## config.mk

```make
export PLATFORM = sky130hd
export DESIGN_NAME = uut_result_capture
export DESIGN_NICKNAME = d
export VERILOG_FILES = /design/src/rtl/uut_result_capture.sv
export SDC_FILE = /design/constraint.sdc
export NUM_CORES = 1
export LEC_CHECK = 0
export CORE_MARGIN = 2
export CORE_UTILIZATION = 43
export CTS_CLUSTER_DIAMETER = 40
export CTS_CLUSTER_SIZE = 24
export DETAILED_ROUTE_END_ITERATION = 6
export PLACE_DENSITY = 0.66
export SLEW_MARGIN = 0
export SYNTH_ARGS = -nofsm -noshare
export SYNTH_HDL_FRONTEND = slang
export SYNTH_SLANG_ARGS = --single-unit
```

## constraint.sdc

```tcl
create_clock -name clk -period 2.5 [get_ports clk]
set_clock_uncertainty 0.05 [all_clocks]
set_input_delay 0.5 -clock clk [delete_from_list [all_inputs] [get_ports clk]]
set_output_delay 0.5 -clock clk [all_outputs]
set_load 0.05 [all_outputs]
```

## src/rtl/uut_result_capture.sv

```systemverilog
// rtl/uut_result_capture.sv - times one PRESENT UUT run and serves the result record byte by byte
module uut_result_capture #(
    parameter int          RECORD_BYTES   = 32,
    parameter logic [31:0] TIMEOUT_CYCLES = 32'd100000
) (
    input  logic        clk,
    input  logic        rst,
    input  logic        rst_uut,
    input  logic [63:0] block_o_uut,
    input  logic        end_key_signal_uut,
    input  logic        end_enc_uut,
    input  logic        end_dec_uut,
    input  logic        rd_req,
    output logic        rec_ready,
    output logic [7:0]  byte_o,
    output logic        byte_valid,
    output logic        busy,
    output logic        timeout
);

    localparam int IDX_W = $clog2(RECORD_BYTES);
    localparam logic [IDX_W-1:0] LAST_IDX = IDX_W'(RECORD_BYTES - 1);
    // Fields occupy bytes 0..16; everything beyond reads as zero padding
    localparam logic [IDX_W-1:0] PAD_IDX  = IDX_W'(17);
    localparam logic [31:0]      ALL_ONES = 32'hFFFF_FFFF;

    typedef enum logic [1:0] {IDLE, RUN, READY} state_t;

    state_t           state;
    state_t           state_next;
    logic             rst_uut_q;
    logic             fall;
    logic             end_any;
    logic             at_limit;
    logic             last_read;
    logic             key_seen;
    logic [31:0]      cnt;
    logic [31:0]      key_cyc;
    logic [31:0]      done_cyc;
    logic [63:0]      blk;
    logic [IDX_W-1:0] idx;
    logic [135:0]     rec_bits;
    logic [135:0]     rec_shift;
    logic [7:0]       rec_byte;

    assign fall      = rst_uut_q & ~rst_uut;
    assign end_any   = end_enc_uut | end_dec_uut;
    assign at_limit  = (cnt == TIMEOUT_CYCLES - 32'd1);
    assign last_read = rd_req && (idx == LAST_IDX);
    assign rec_ready = (state == READY);
    assign busy      = (state == RUN);

    // Select the record byte at idx; fields are packed MSB first starting at byte 0
    always_comb begin
        rec_bits  = {6'b0, timeout, key_seen, blk, key_cyc, done_cyc};
        rec_shift = rec_bits << {idx, 3'b000};
        rec_byte  = (idx < PAD_IDX) ? rec_shift[135:128] : 8'h00;
    end

    // State register
    always_ff @(posedge clk) begin
        if (rst) state <= IDLE;
        else     state <= state_next;
    end

    // Next state: a UUT reset aborts a run ahead of completion, completion ahead of timeout
    always_comb begin
        state_next = state;
        case (state)
            IDLE:    if (fall) state_next = RUN;
            RUN: begin
                if (rst_uut)       state_next = IDLE;
                else if (end_any)  state_next = READY;
                else if (at_limit) state_next = READY;
            end
            READY:   if (last_read) state_next = IDLE;
            default: state_next = IDLE;
        endcase
    end

    // Run timing, result capture and the one-cycle-latency byte read port
    always_ff @(posedge clk) begin
        if (rst) begin
            rst_uut_q  <= 1'b0;
            cnt        <= '0;
            key_seen   <= 1'b0;
            key_cyc    <= '0;
            done_cyc   <= '0;
            blk        <= '0;
            timeout    <= 1'b0;
            idx        <= '0;
            byte_o     <= '0;
            byte_valid <= 1'b0;
        end else begin
            rst_uut_q  <= rst_uut;
            byte_valid <= 1'b0;
            case (state)
                IDLE: begin
                    if (fall) begin
                        cnt      <= '0;
                        key_seen <= 1'b0;
                        key_cyc  <= ALL_ONES;
                        timeout  <= 1'b0;
                    end
                end
                RUN: begin
                    if (!rst_uut) begin
                        if (cnt != ALL_ONES) cnt <= cnt + 32'd1;
                        if (end_key_signal_uut && !key_seen) begin
                            key_cyc  <= cnt;
                            key_seen <= 1'b1;
                        end
                        if (end_any) begin
                            done_cyc <= cnt;
                            blk      <= block_o_uut;
                            timeout  <= 1'b0;
                        end else if (at_limit) begin
                            done_cyc <= ALL_ONES;
                            blk      <= '0;
                            timeout  <= 1'b1;
                        end
                    end
                end
                READY: begin
                    if (rd_req) begin
                        byte_o     <= rec_byte;
                        byte_valid <= 1'b1;
                        idx        <= last_read ? '0 : idx + IDX_W'(1);
                    end
                end
                default: ;
            endcase
        end
    end

endmodule

```

==> flow_summary.json <==
{
  "outcome": "completed",
  "post-place-ws_ps": -17.5,
  "worst_slew_pin_slew_ps": 621,
  "cp_num_buf_inv": 1,
  "cts_tree": "done",
  "finalWeightedCongestion": 0.951,
  "viasPerCell": 5.99,
  "cts_hold_buf": 0,
  "cts_max_level": 4,
  "cts_root_buf": "clkbuf_16",
  "yosys.area.top_type": "dfxtp_1",
  "grt_pass1_wl_mm": 37.7,
  "fmax_mhz": 425,
  "netlist_area_um2": 7920,
  "netlist.area_leader.share_pct": 45.2,
  "rows": 49,
  "dieArea_um2": 19500,
  "maxSlewViolCount": 0,
  "final_common_cell": "dfxtp_1",
  "r2r_slack_ps": 150,
  "syn-num-nets": 923,
  "final_layout_size_suffix_gt1_share_pct": 15.0,
  "critPathSlowestCell": "dfxtp_2",
  "core_area_um2": 18000,
  "drc": 0,
  "cp.required_ps": 2760,
  "layout_setup_ws_ps": 148,
  "synthTopCellsByArea": "dfxtp_1 45%, mux4_2 7.4%, a22o_1 7.1%, nor2_1 5.4%, a21oi_1 4.6%",
  "synthArstFlopShare_pct": 0,
  "first_pass_iters": 7,
  "cts_buffers": 17,
  "syn_inst": 849,
  "path_delay_family": "flip-flops",
  "portBuffers": 82,
  "syn_area_per_cell_um2": 9.33,
  "io-pin-count": 83,
  "gr-usage-all-layers_pct": 24.3,
  "ant_nets": 0,
  "arrival_ps": 2610,
  "path_max_fanout": 17,
  "start_util_pct": 43.9,
  "cp-start-kind": "register",
  "clock_sinks": 179,
  "tns_ps": 0,
  "wirelength_mm": 23.6,
  "grt_pass1_vias": 6606,
  "die_y_um": 140,
  "final_cell_mix": "177 x dfxtp_1, 113 x nor2_1, 79 x clkdlybuf4s50_1",
  "ys_seq_elements": 179,
  "grt_max_degree": 50,
  "yosysSeqAreaShare_pct": 45.2,
  "fp.dieW_um": 140,
  "p_leak_uw": 0.00355,
  "globalRoute.totalOverflow": 0,
  "area_growth_pct": 24.2,
  "yosysWarnings": 0,
  "crit_type": "reg2reg",
  "diodes": 0,
  "clk_pin_slew_ps": 70,
  "rsz0062_at_grt": "false",
  "crit_path_end_kind": "register",
  "wl_per_cell_um": 20.0,
  "layout_worst_path_cycle_share_pct": 94.1,
  "final_net_count": 1010,
  "clk_latency_ps": 440,
  "hpwl_mm": 16.4,
  "fin_crit_ps": 2350,
  "cp_slowest_stage_delay_ps": 670,
  "hold_viol_final": 0,
  "synth_top_flop_cell": "dfxtp_1",
  "synth_edf_count": 0,
  "power.density_nw_per_um2": 615,
  "setup_violations": 0,
  "drv_cap": 0,
  "timing.hold.ws_ps": 313,
  "hold_class": "in2reg",
  "synth_cell_types": 59,
  "vias": 7062,
  "antenna_found_initial": 0,
  "relSlewSlack_pct": 58.3,
  "drtIter0Drc": 539,
  "cts_buffer_depth": 2,
  "crit_chain": "buf_4 -> mux4_2 -> a221oi_1 -> o21ai_0",
  "peakVddDrop_v": 0.000596
}
through the flow:
stage | power, µW | cell area [µm²] | cells | util, %
6_report | 6050 | 9840 | 1178 | 54.6
5_1_grt | 6220 | 9840 | 1178 | 54.6
3_3_place_gp | 3400 | 9240 | 1146 | 51.3
4_1_cts | 6070 | 9840 | 1178 | 54.6
2_1_floorplan | 3190 | 7920 | 849 | -
3_5_place_dp | 3400 | 9240 | 1146 | 51.3
cells in the mapped netlist, drive strengths merged (3+ instances only):
master	number
dfxtp	179
nor2	115
a21oi	74
a22o	64
nor3	49
clkbuf	40
nand2	34
buf	31
a211oi	28
mux4	26
o21ai	24
nand3	20
nand4	13
o31ai	13
or3	12
or4	12
nor2b	10
nor4	9
nand2b	7
a221oi	6
and2	6
and3	6
and4	6
inv	6
mux2	6
a311oi	5
a31oi	5
mux2i	5
o41ai	5
a2111oi	3
a22oi	3
a32oi	3
ha	3
nand3b	3
where the power goes:
part           internal [µW]  total [µW]  switching [µW]
registers               2910        2940            35.7
clock network           1460        2710            1250
logic                    207         397             190
what timing repair did:
action,CTS,global route
endpoints found under the hold margin,0,0
buffers inserted,0,0
resized for setup,0,1
setup endpoints to repair,0,1
final cells by class:
class | instances | area (µm²)
fill | 1675 | 8190
timing repair buffer | 139 | 1300
sequential | 179 | 3590
clock inverter | 13 | 143
clock buffer | 19 | 453
inverter | 7 | 26.3
tap | 229 | 287
multi-input combinational | 592 | 4040
worst register-to-register path, cell delays in order, from the launching register on:
cell and delay, ps:
dfxtp_2 670, buf_4 340, mux4_2 520, a221oi_1 470, o21ai_0 170
routing by layer:
layer  share of wire (%)  wire (µm)  vias to the layer above  global-route usage [%]
li1                    -          -                     3376                       -
met1                  46      10800                     3416                    33.7
met2                  46      10900                      243                    38.5
met3                 6.5       1540                       27                    5.20
met4                 1.6        369                        0                    7.16
met5                   0          0                        -                       0
cell families (layout without fill, tap and decap cells):
logic type / after synthesis / in the layout / share of synthesized area [%]
flops: 179 / 179 / 45.2
fa+ha+maj: 3 / 3 / 0.474
buf+inv: 78 / 178 / 4.12
compound gates: 242 / 242 / 21.5
mux: 37 / 37 / 8.88
simple gates: 310 / 310 / 19.7
worst paths after layout:
kind | endpoint | from | depth (start not counted)
max | byte_o[3] | idx[0] | 4
min reg2reg | byte_o[1] | byte_o[1] | 2
min | idx[0] | rst | 2
max reg2reg | byte_o[3] | idx[0] | 4
registers in the layout (all words and copies together) (netlist names), 2 cells and up:
name      flops
blk          64
state         2
key_cyc      32
done_cyc     32
cnt          32
idx           5
byte_o        8
(Power assumes the default switching activity.)
